<file path="src/rtl/alu_arbiter.sv">
// alu_arbiter: shares one external combinational ALU between two requesters.
//
// Each requester offers an operation (ctl, a, b) with a valid; when granted,
// the operands are driven onto the shared ALU port in the same cycle and the
// ALU result and flags are captured into that requester's one-entry response
// register on the closing clock edge.
//
// Arbitration build option:
//   ALU_ARBITER_FIXED_PRIO_EN defined   : req0 wins contention, with a starvation
//                                         counter forcing a req1 win after
//                                         STARVE_MAX lost cycles.
//   ALU_ARBITER_FIXED_PRIO_EN undefined : round-robin via a 1-bit pointer
//                                         (default).
//
// Ports:
//   clk, rst_n                  clock, asynchronous active-low reset
//   reqN_valid/ready            request handshake (N = 0, 1)
//   reqN_ctl, reqN_a, reqN_b    ALU control code and operands
//   rspN_valid/ready            response handshake
//   rspN_data, rspN_zero/lt/ltu captured ALU result and flags
//   alu_ctl, alu_a, alu_b       shared ALU inputs (0 when idle)
//   alu_out, alu_zero/lt/ltu    shared ALU result and flags
module alu_arbiter #(
  parameter int unsigned STARVE_MAX = 8
) (
  input  logic        clk,
  input  logic        rst_n,

  input  logic        req0_valid,
  output logic        req0_ready,
  input  logic [3:0]  req0_ctl,
  input  logic [31:0] req0_a,
  input  logic [31:0] req0_b,
  output logic        rsp0_valid,
  input  logic        rsp0_ready,
  output logic [31:0] rsp0_data,
  output logic        rsp0_zero,
  output logic        rsp0_lt,
  output logic        rsp0_ltu,

  input  logic        req1_valid,
  output logic        req1_ready,
  input  logic [3:0]  req1_ctl,
  input  logic [31:0] req1_a,
  input  logic [31:0] req1_b,
  output logic        rsp1_valid,
  input  logic        rsp1_ready,
  output logic [31:0] rsp1_data,
  output logic        rsp1_zero,
  output logic        rsp1_lt,
  output logic        rsp1_ltu,

  output logic [3:0]  alu_ctl,
  output logic [31:0] alu_a,
  output logic [31:0] alu_b,
  input  logic [31:0] alu_out,
  input  logic        alu_zero,
  input  logic        alu_lt,
  input  logic        alu_ltu
);

  localparam logic RspEmpty = 1'b0;
  localparam logic RspFull  = 1'b1;

  logic        rsp0_state_q, rsp0_state_d;
  logic        rsp1_state_q, rsp1_state_d;
  logic [31:0] rsp0_data_q, rsp0_data_d;
  logic [31:0] rsp1_data_q, rsp1_data_d;
  logic [2:0]  rsp0_flags_q, rsp0_flags_d;  // {zero, lt, ltu}
  logic [2:0]  rsp1_flags_q, rsp1_flags_d;

  logic elig0, elig1;
  logic grant0, grant1;
  logic prefer1;  // winner under contention: 1 selects req1

  // A requester may only issue if its response slot is free or draining now.
  // Gating with rst_n keeps the handshake and ALU port quiet while in reset.
  assign elig0 = rst_n & req0_valid & ((rsp0_state_q == RspEmpty) | rsp0_ready);
  assign elig1 = rst_n & req1_valid & ((rsp1_state_q == RspEmpty) | rsp1_ready);

  assign grant0 = elig0 & (~elig1 | ~prefer1);
  assign grant1 = elig1 & (~elig0 | prefer1);

  assign req0_ready = grant0;
  assign req1_ready = grant1;

`ifdef ALU_ARBITER_FIXED_PRIO_EN
  logic [7:0] starve_cnt_q, starve_cnt_d;

  assign prefer1 = (starve_cnt_q >= 8'(STARVE_MAX));

  always_comb begin
    starve_cnt_d = starve_cnt_q;
    if (grant1) begin
      starve_cnt_d = 8'd0;
    end else if (elig1 && (starve_cnt_q != 8'hff)) begin
      starve_cnt_d = starve_cnt_q + 8'd1;
    end
  end

  always_ff @(posedge clk or negedge rst_n) begin
    if (!rst_n) begin
      starve_cnt_q <= 8'd0;
    end else begin
      starve_cnt_q <= starve_cnt_d;
    end
  end
`else
  logic ptr_q, ptr_d;

  assign prefer1 = ptr_q;

  // After any grant the pointer favours the requester that did not win.
  always_comb begin
    ptr_d = ptr_q;
    if (grant0) begin
      ptr_d = 1'b1;
    end else if (grant1) begin
      ptr_d = 1'b0;
    end
  end

  always_ff @(posedge clk or negedge rst_n) begin
    if (!rst_n) begin
      ptr_q <= 1'b0;
    end else begin
      ptr_q <= ptr_d;
    end
  end
`endif

  // Shared ALU port: driven only by the granted requester, zero when idle.
  always_comb begin
    alu_ctl = 4'd0;
    alu_a   = 32'd0;
    alu_b   = 32'd0;
    if (grant0) begin
      alu_ctl = req0_ctl;
      alu_a   = req0_a;
      alu_b   = req0_b;
    end else if (grant1) begin
      alu_ctl = req1_ctl;
      alu_a   = req1_a;
      alu_b   = req1_b;
    end
  end

  // Response slots: a grant loads new data (even while draining); otherwise a
  // consumer ready empties the slot. Data is left untouched when not loading.
  always_comb begin
    rsp0_state_d = rsp0_state_q;
    rsp0_data_d  = rsp0_data_q;
    rsp0_flags_d = rsp0_flags_q;
    if (grant0) begin
      rsp0_state_d = RspFull;
      rsp0_data_d  = alu_out;
      rsp0_flags_d = {alu_zero, alu_lt, alu_ltu};
    end else if (rsp0_ready) begin
      rsp0_state_d = RspEmpty;
    end
  end

  always_comb begin
    rsp1_state_d = rsp1_state_q;
    rsp1_data_d  = rsp1_data_q;
    rsp1_flags_d = rsp1_flags_q;
    if (grant1) begin
      rsp1_state_d = RspFull;
      rsp1_data_d  = alu_out;
      rsp1_flags_d = {alu_zero, alu_lt, alu_ltu};
    end else if (rsp1_ready) begin
      rsp1_state_d = RspEmpty;
    end
  end

  always_ff @(posedge clk or negedge rst_n) begin
    if (!rst_n) begin
      rsp0_state_q <= RspEmpty;
      rsp1_state_q <= RspEmpty;
      rsp0_data_q  <= 32'd0;
      rsp1_data_q  <= 32'd0;
      rsp0_flags_q <= 3'd0;
      rsp1_flags_q <= 3'd0;
    end else begin
      rsp0_state_q <= rsp0_state_d;
      rsp1_state_q <= rsp1_state_d;
      rsp0_data_q  <= rsp0_data_d;
      rsp1_data_q  <= rsp1_data_d;
      rsp0_flags_q <= rsp0_flags_d;
      rsp1_flags_q <= rsp1_flags_d;
    end
  end

  assign rsp0_valid = (rsp0_state_q == RspFull);
  assign rsp1_valid = (rsp1_state_q == RspFull);
  assign rsp0_data  = rsp0_data_q;
  assign rsp1_data  = rsp1_data_q;
  assign {rsp0_zero, rsp0_lt, rsp0_ltu} = rsp0_flags_q;
  assign {rsp1_zero, rsp1_lt, rsp1_ltu} = rsp1_flags_q;

endmodule

</file>
<file path="config.mk">
export PLATFORM = sky130hd
export DESIGN_NAME = alu_arbiter
export DESIGN_NICKNAME = d
export VERILOG_FILES = /design/src/rtl/alu_arbiter.sv
export SDC_FILE = /design/constraint.sdc
export NUM_CORES = 1
export LEC_CHECK = 0
export BUFFER_PORTS_ARGS = -buffer_cell sky130_fd_sc_hd__buf_2
export CORE_AREA = 2 2 124 126
export CTS_CLUSTER_DIAMETER = 60
export DETAILED_ROUTE_END_ITERATION = 10
export DIE_AREA = 0 0 126 128
export REMOVE_ABC_BUFFERS = 1
export SYNTH_ARGS = -nofsm -noshare
export SYNTH_HDL_FRONTEND = slang
export SYNTH_SLANG_ARGS = --single-unit
</file>
<file path="constraint.sdc">
create_clock -name clk -period 2.7 [get_ports clk]
set_clock_uncertainty 0.1 [all_clocks]
set_input_delay 0.135 -clock clk [delete_from_list [all_inputs] [get_ports clk]]
set_output_delay 0.135 -clock clk [all_outputs]
set_load 0.05 [all_outputs]
</file>
* Word level (Yosys, flattened, before mapping) *
Index checks and enable logic that the tools add are counted.

cells by class
  mux-type cells = 12
  bitwise gates (word level) = 15
  reduce and logical (&&, ||, !) cells = 3

operators with widths
  operator            number
  2-to-1 mux 32 bit   4
  2-to-1 mux 4 bit    2
  AND 1 bit           6
  2-to-1 mux 1 bit    6
  nonzero test 2 bit  3
  inverter 1 bit      5
  OR 1 bit            4

storage, ports and cells
  bits in registers = 73
  input port bits = 177
  word-level logic and storage cells = 37

* Depth between registers and ports, before layout *
Gate-level depths: netlist of run 1.

  depth after elaboration = 8
  mapped depth = 6
  mapped depth without buffers = 3

* Worst setup path before layout of run 1 *
OpenSTA, ideal clock, no wires.

  path type = register to output
  start point = register rsp1_state_q, in the netlist rsp1_valid
  end point = output port alu_a[14]
  arrival time = 2.336 ns
  data required time = 2.465 ns
  path slack = 0.129 ns
  cell stages (with the launch flop) = 7
  path buffers = 3
  cell sequence = dfrtp_1 > nor2b_1 > buf_2 > a211o_2 > buf_2 > buf_2 > o22ai_1

between the ends
  longest elaborated chain between the ends = 7

RTL lines
  what                    RTL line  source
  from (decl)             66        logic rsp1_state_q, rsp1_state_d;
  from (signal assigned)  179       rsp1_state_q <= RspEmpty;
  from (signal assigned)  186       rsp1_state_q <= rsp1_state_d;
  inverter 1 bit *        79        assign elig1 = rst_n & req1_valid & ((rsp1_state_q == RspEmpty) | rsp1_ready);
  OR 1 bit *              79
  AND 1 bit *             79
  inverter 1 bit          81        assign grant0 = elig0 & (~elig1 | ~prefer1);
  OR 1 bit                81
  AND 1 bit               81
  2-to-1 mux 32 bit *     137       if (grant0) begin
  to (decl)               54        output logic [31:0] alu_a,

Mark *: on every way between the ends. The rest lies on a longest branch, timed or not.

* Worst setup path in the final report of run 1 *
  start point = register ptr_q, in the netlist prefer1
  end point = output port alu_b[9]

between the ends
  longest elaborated chain between the ends = 4

RTL lines
  what                                            RTL line  source
  from (decl)                                     109       logic ptr_q, ptr_d;
  from (signal assigned)                          127       ptr_q <= ptr_d;
  OR 1 bit or inverter 1 bit (tied branches)      82, 81
  AND 1 bit or OR 1 bit (tied branches)           82, 81
  2-to-1 mux 32 bit or AND 1 bit (tied branches)  141, 81
  2-to-1 mux 32 bit *                             137
  to (decl)                                       55        output logic [31:0] alu_b,

Marked as above.

==> results of run 1 <==
worst max path at each step:
stage	from	to	slack [ns]	cells past startpoint
after floorplan	rsp1_valid	alu_a[0]	-1.82	3
after global placement	rsp1_valid	alu_b[9]	0.45	5
after detailed placement	rsp1_valid	alu_b[9]	0.37	5
after CTS	prefer1	alu_b[9]	0.18	5
after global routing	prefer1	alu_b[9]	0.11	5
final	prefer1	alu_b[9]	0.15	5
cell usage after synthesis:
| cell type | number | area share |
|---|---|---|
| a211o_2 | 1 | 0.0026 |
| a211oi_4 | 1 | 0.0052 |
| and2_1 | 1 | 0.0016 |
| and2b_2 | 1 | 0.0023 |
| buf_2 | 8 | 0.010 |
| buf_4 | 3 | 0.0058 |
| buf_6 | 3 | 0.0088 |
| clkbuf_1 | 22 | 0.021 |
| clkbuf_2 | 1 | 0.0013 |
| dfrtp_1 | 73 | 0.47 |
| inv_1 | 2 | 0.0020 |
| mux2_2 | 70 | 0.20 |
| nand2_1 | 140 | 0.14 |
| nand2b_1 | 1 | 0.0016 |
| nor2b_1 | 1 | 0.0016 |
| o211ai_1 | 1 | 0.0020 |
| o211ai_2 | 1 | 0.0032 |
| o21ai_0 | 2 | 0.0026 |
| o22ai_1 | 68 | 0.11 |
| or2_2 | 1 | 0.0016 |
per-layer routing:
layer,track usage,wire (um),vias up
met4,0.05559,203,0
met3,0.04174,1038,16
met2,0.3055,7520,185
met5,0,0,-
li1,-,-,2068
met1,0.1958,5720,1978
area by class of cell:
cell class	instances	area, um^2	share of cell area
tap	188	235.2	0.03756
multi-input combinational	289	1844	0.2945
antenna	2	5.005	0.0007992
inverter	2	7.507	0.001199
sequential	73	1827	0.2917
timing repair buffer	362	2058	0.3287
clock buffer	11	242.7	0.03876
clock inverter	3	42.54	0.006793
kinds of logic (layout without fill, tap and decap cells):
group | count (synthesis) | after routing | share of synthesized area
AND/OR/NAND/NOR | 145 | 145 | 0.1452
buffers and inverters | 39 | 378 | 0.04971
multiplexers | 70 | 70 | 0.2047
AO/OA/AOI/OAI | 74 | 74 | 0.1261
flip-flops | 73 | 73 | 0.4743
other | 0 | 2 | 0
sequential cells by signal, summed over array words and instances (netlist names):
register / count
rsp1_flags_q: 3
prefer1: 1
rsp0_valid: 1
rsp0_data: 32
rsp1_data: 32
rsp0_flags_q: 3
rsp1_valid: 1
metrics by stage:
stage,total power [mW],instances,util,worst slack [ns]
3_3_place_gp,4.228,878,0.3774,0.4462
3_5_place_dp,4.251,878,0.3774,0.3665
6_report,5.417,930,0.4213,0.1496
2_1_floorplan,3.490,364,-,-1.817
5_1_grt,5.663,930,0.4213,0.1129
4_1_cts,5.469,928,0.4210,0.1810
power breakdown:
group          switching, mW  internal [mW]
clock                  0.419          0.728
sequential             0.145           1.40
combinational           1.99          0.737
total                   2.55           2.86
what timing repair did:
item | in CTS | in global routing
endpoints found under the setup margin | 1 | 0
hold buffers | 36 | 0
hold endpoints to repair | 143 | 0
gates resized for setup | 1 | 0
tightest hold or removal path, cell delays in order:
cell	delay (ns)
buf_2	0.08
nor2b_2	0.08
o21ai_0	0.15
o21ai_0	0.07
==> impl_metrics.ini, run 1 <==
[routing]
first_pass_iters = 4
routed_wl_mm = 14.48
drc = 0
wl_per_cell_um = 15.57
antenna_left = 0
vias = 4247
via_per_inst = 4.567
first_iter_violations = 220

[cts]
cts_buffer_depth = 2
root_buffer = clkbuf_16
clk_latency_ns = 0.32
cts_made_buffers = 9
clk_transition_reported_paths_ns = 0.05
cts.sinks = 73
htree_num_levels = 3
post_cts_buffers = 0
cts_tree = built

[synth]
avgSynthCellArea_um2 = 9.604
synthesis.area_um2 = 3851
ys_ff_latch = 73
ys_warn_count = 0
synthesis.instances = 401
yosysUniqueCellTypes = 20
ys_seq_area_frac = 0.4743

[place]
hpwl_mm = 10.62
place_area_um2 = 5609
place.gp.congestion = 0.8492
port_buffers = 318

[hold_path]
hp-start = rsp1_ready
holdPathEnd = prefer1
hold_class = primary input to flop
hold-path-cell-count = 4

[pwr]
irDropWorstVdd_v = 0.0006244
p_leak_nw = 3.242
power_density_nw_per_um2 = 865.0

[sta]
drv_slew = 0
finalCriticalPeriod_ns = 2.550
fin_setup_tns_ns = 0
rsz0062_at_grt = false
slew-limit-headroom = 0.5283
worst_pin_slew_ns = 0.7075
hold_violations = 0
hold_slack_ns = 0.1407
fmaxAchievable_mhz = 392.1
setup-violations-final = 0
fin_crit_sh = 0.9446

[cells_and_area]
final_nets = 914
layout_commonest_cell = buf_2
fillers = 1534
drive_above_1_share = 0.5608
area.growth.synth_to_final_pct = 62.61
finalInstanceArea_um2 = 6262
final_cell_mix = 316 x buf_2, 140 x nand2_1, 73 x dfrtp_1

[global_route]
grt_max_degree = 151
antenna_found_initial = 2
grt_overflow = 0
grt_pass1_vias = 4167
grt_pass1_wl_mm = 21.83
grt_util_all_layers = 0.1689

[critical_path]
r2r-start = prefer1
r2r-end = rsp1_data[14]
crit_family = compound AO/OA/AOI/OAI gates
path_class = flop to primary output
required_ns = 2.47
rrSetupSlack_ns = 0.74
arrival_ns = 2.32
path_cells = and2b_2, a211o_2, buf_12, o22ai_1, buf_2
rr_worst_depth = 4
critPathMaxStageDelay_ns = 0.48
cp_slowest_cell = a211o_2
critPathMaxFanout = 49
path_buf_inv = 2
start_kind = flop
setup.worst_path.end_class = primary output

[run_status]
outcome = complete, no violations

[floorplan]
row_count = 45
dieHeight_um = 128
die_area_um2 = 16130
coreArea_um2 = 14860
die_w_um = 126
start_util = 0.2591
io_pins = 319

[flow_run]
cap_viol_max_count = 0
(Power assumes the default switching activity.)
==> run 2: changes to the inputs <==
--- a/config.mk
+++ b/config.mk
@@ -10,6 +10,7 @@
 export CTS_CLUSTER_DIAMETER = 60
 export DETAILED_ROUTE_END_ITERATION = 10
 export DIE_AREA = 0 0 126 128
+export MAX_ROUTING_LAYER = met4
 export REMOVE_ABC_BUFFERS = 1
 export SYNTH_ARGS = -nofsm -noshare
 export SYNTH_HDL_FRONTEND = slang
==> run 2 against run 1 <==
Net effect: cell count unchanged; register-to-register slack about the same; largest cell class unchanged; sequential share of layout area unchanged; critical path type unchanged; wire length up 0.21%; critical endpoint unchanged.
==> impl_metrics.ini, run 2 (synthesis results as in run 1) <==
[run_status]
outcome = complete, no violations

[sta]
drv_slew = 0
fin_crit_sh = 0.9440
slew-limit-headroom = 0.5190
worst_pin_slew_ns = 0.7215
setup-violations-final = 0
fin_setup_tns_ns = 0
rsz0062_at_grt = false
hold_violations = 0
fmaxAchievable_mhz = 392.3
finalCriticalPeriod_ns = 2.549

[floorplan]
start_util = 0.2591
die_w_um = 126
dieHeight_um = 128
row_count = 45
io_pins = 319
coreArea_um2 = 14860
die_area_um2 = 16130

[routing]
first_iter_violations = 207
drc = 0
via_per_inst = 4.554
wl_per_cell_um = 15.61
antenna_left = 0
first_pass_iters = 4
routed_wl_mm = 14.51
vias = 4235

[cells_and_area]
area.growth.synth_to_final_pct = 62.61
final_nets = 914
final_cell_mix = 316 x buf_2, 140 x nand2_1, 73 x dfrtp_1
layout_commonest_cell = buf_2
drive_above_1_share = 0.5608
finalInstanceArea_um2 = 6262

[pwr]
irDropWorstVdd_v = 0.0006243
power_density_nw_per_um2 = 865.8
p_leak_nw = 3.242

[critical_path]
setup.worst_path.end_class = primary output
rr_worst_depth = 4
r2r-end = rsp1_data[14]
required_ns = 2.47
critPathMaxFanout = 49
path_class = flop to primary output
rrSetupSlack_ns = 0.74
r2r-start = prefer1
arrival_ns = 2.31
start_kind = flop

[cts]
htree_num_levels = 3
cts.sinks = 73
cts_buffer_depth = 2
clk_latency_ns = 0.32
root_buffer = clkbuf_16
cts_made_buffers = 9
clk_transition_reported_paths_ns = 0.05
cts_tree = built

[place]
place_area_um2 = 5609
place.gp.congestion = 0.8626
port_buffers = 318
hpwl_mm = 10.62

[hold_path]
hold-path-cell-count = 4
hp-start = rsp1_ready
holdPathEnd = prefer1
hold_class = primary input to flop

[global_route]
grt_pass1_wl_mm = 21.83
grt_util_all_layers = 0.1738
grt_max_degree = 151
antenna_found_initial = 2
grt_overflow = 0
grt_pass1_vias = 4176

[flow_run]
cap_viol_max_count = 0
[run 2: cell counts in the layout (fill, tap and decap cells not counted)]
No cell type changed its count.
[run 2: worst max path at each step]
stage	start	to	slack, ns	cells past startpoint
after CTS	prefer1	alu_b[9]	0.18	5
after global routing	prefer1	alu_b[9]	0.11	5
after detailed placement	rsp1_valid	alu_b[9]	0.37	5
final	prefer1	alu_b[9]	0.15	5
after global placement	rsp1_valid	alu_b[9]	0.45	5
after floorplan	rsp1_valid	alu_a[0]	-1.82	3
[run 2: area by class of cell]
class | count | area (um^2)
Antenna cell | 2 | 5.005
Clock buffer | 11 | 242.7
Clock inverter | 3 | 42.54
Fill cell | 1534 | 8602
Inverter | 2 | 7.507
Multi-Input combinational cell | 289 | 1844
Sequential cell | 73 | 1827
Tap cell | 188 | 235.2
Timing Repair Buffer | 362 | 2058
[run 2: report_power, final]
part           switching [mW]  leakage, nW  internal, mW
Clock                   0.422        0.137         0.728
Combinational            1.99         2.25         0.737
Sequential              0.147        0.859          1.40
Total                    2.56         3.24          2.87
[run 2: per-stage QoR]
| stage | worst slack (ns) | power, mW | utilization | hold slack (ns) | instances |
|---|---|---|---|---|---|
| 3_5_place_dp | 0.3665 | 4.251 | 0.3774 | 0.1504 | 878 |
| 2_1_floorplan | -1.817 | 3.490 | - | -0.2606 | 364 |
| 4_1_cts | 0.1810 | 5.469 | 0.4210 | 0.1302 | 928 |
| 6_report | 0.1511 | 5.422 | 0.4213 | 0.1421 | 930 |
| 3_3_place_gp | 0.4462 | 4.228 | 0.3774 | 0.1617 | 878 |
| 5_1_grt | 0.1129 | 5.662 | 0.4213 | 0.1835 | 930 |
[run 2: what timing repair did]
item,CTS,global route
hold buffers,36,0
endpoints found under the hold margin,143,0
setup buffers,0,0
endpoints found under the setup margin,1,0
gates resized for setup,1,0
[run 2: critical path, stage by stage, from the launching register on]
cell	delay, ns
dfrtp_1	0.37
and2b_2	0.26
a211o_2	0.48
buf_12	0.23
o22ai_1	0.28
buf_2	0.33
[run 2: per-layer routing]
layer / wire length (um) / GRT usage / vias to the layer above
met5: 0 / - / -
met4: 175 / 0.05559 / 0
met3: 902 / 0.03297 / 12
met2: 7556 / 0.3061 / 176
met1: 5879 / 0.2005 / 1979
li1: - / - / 2068
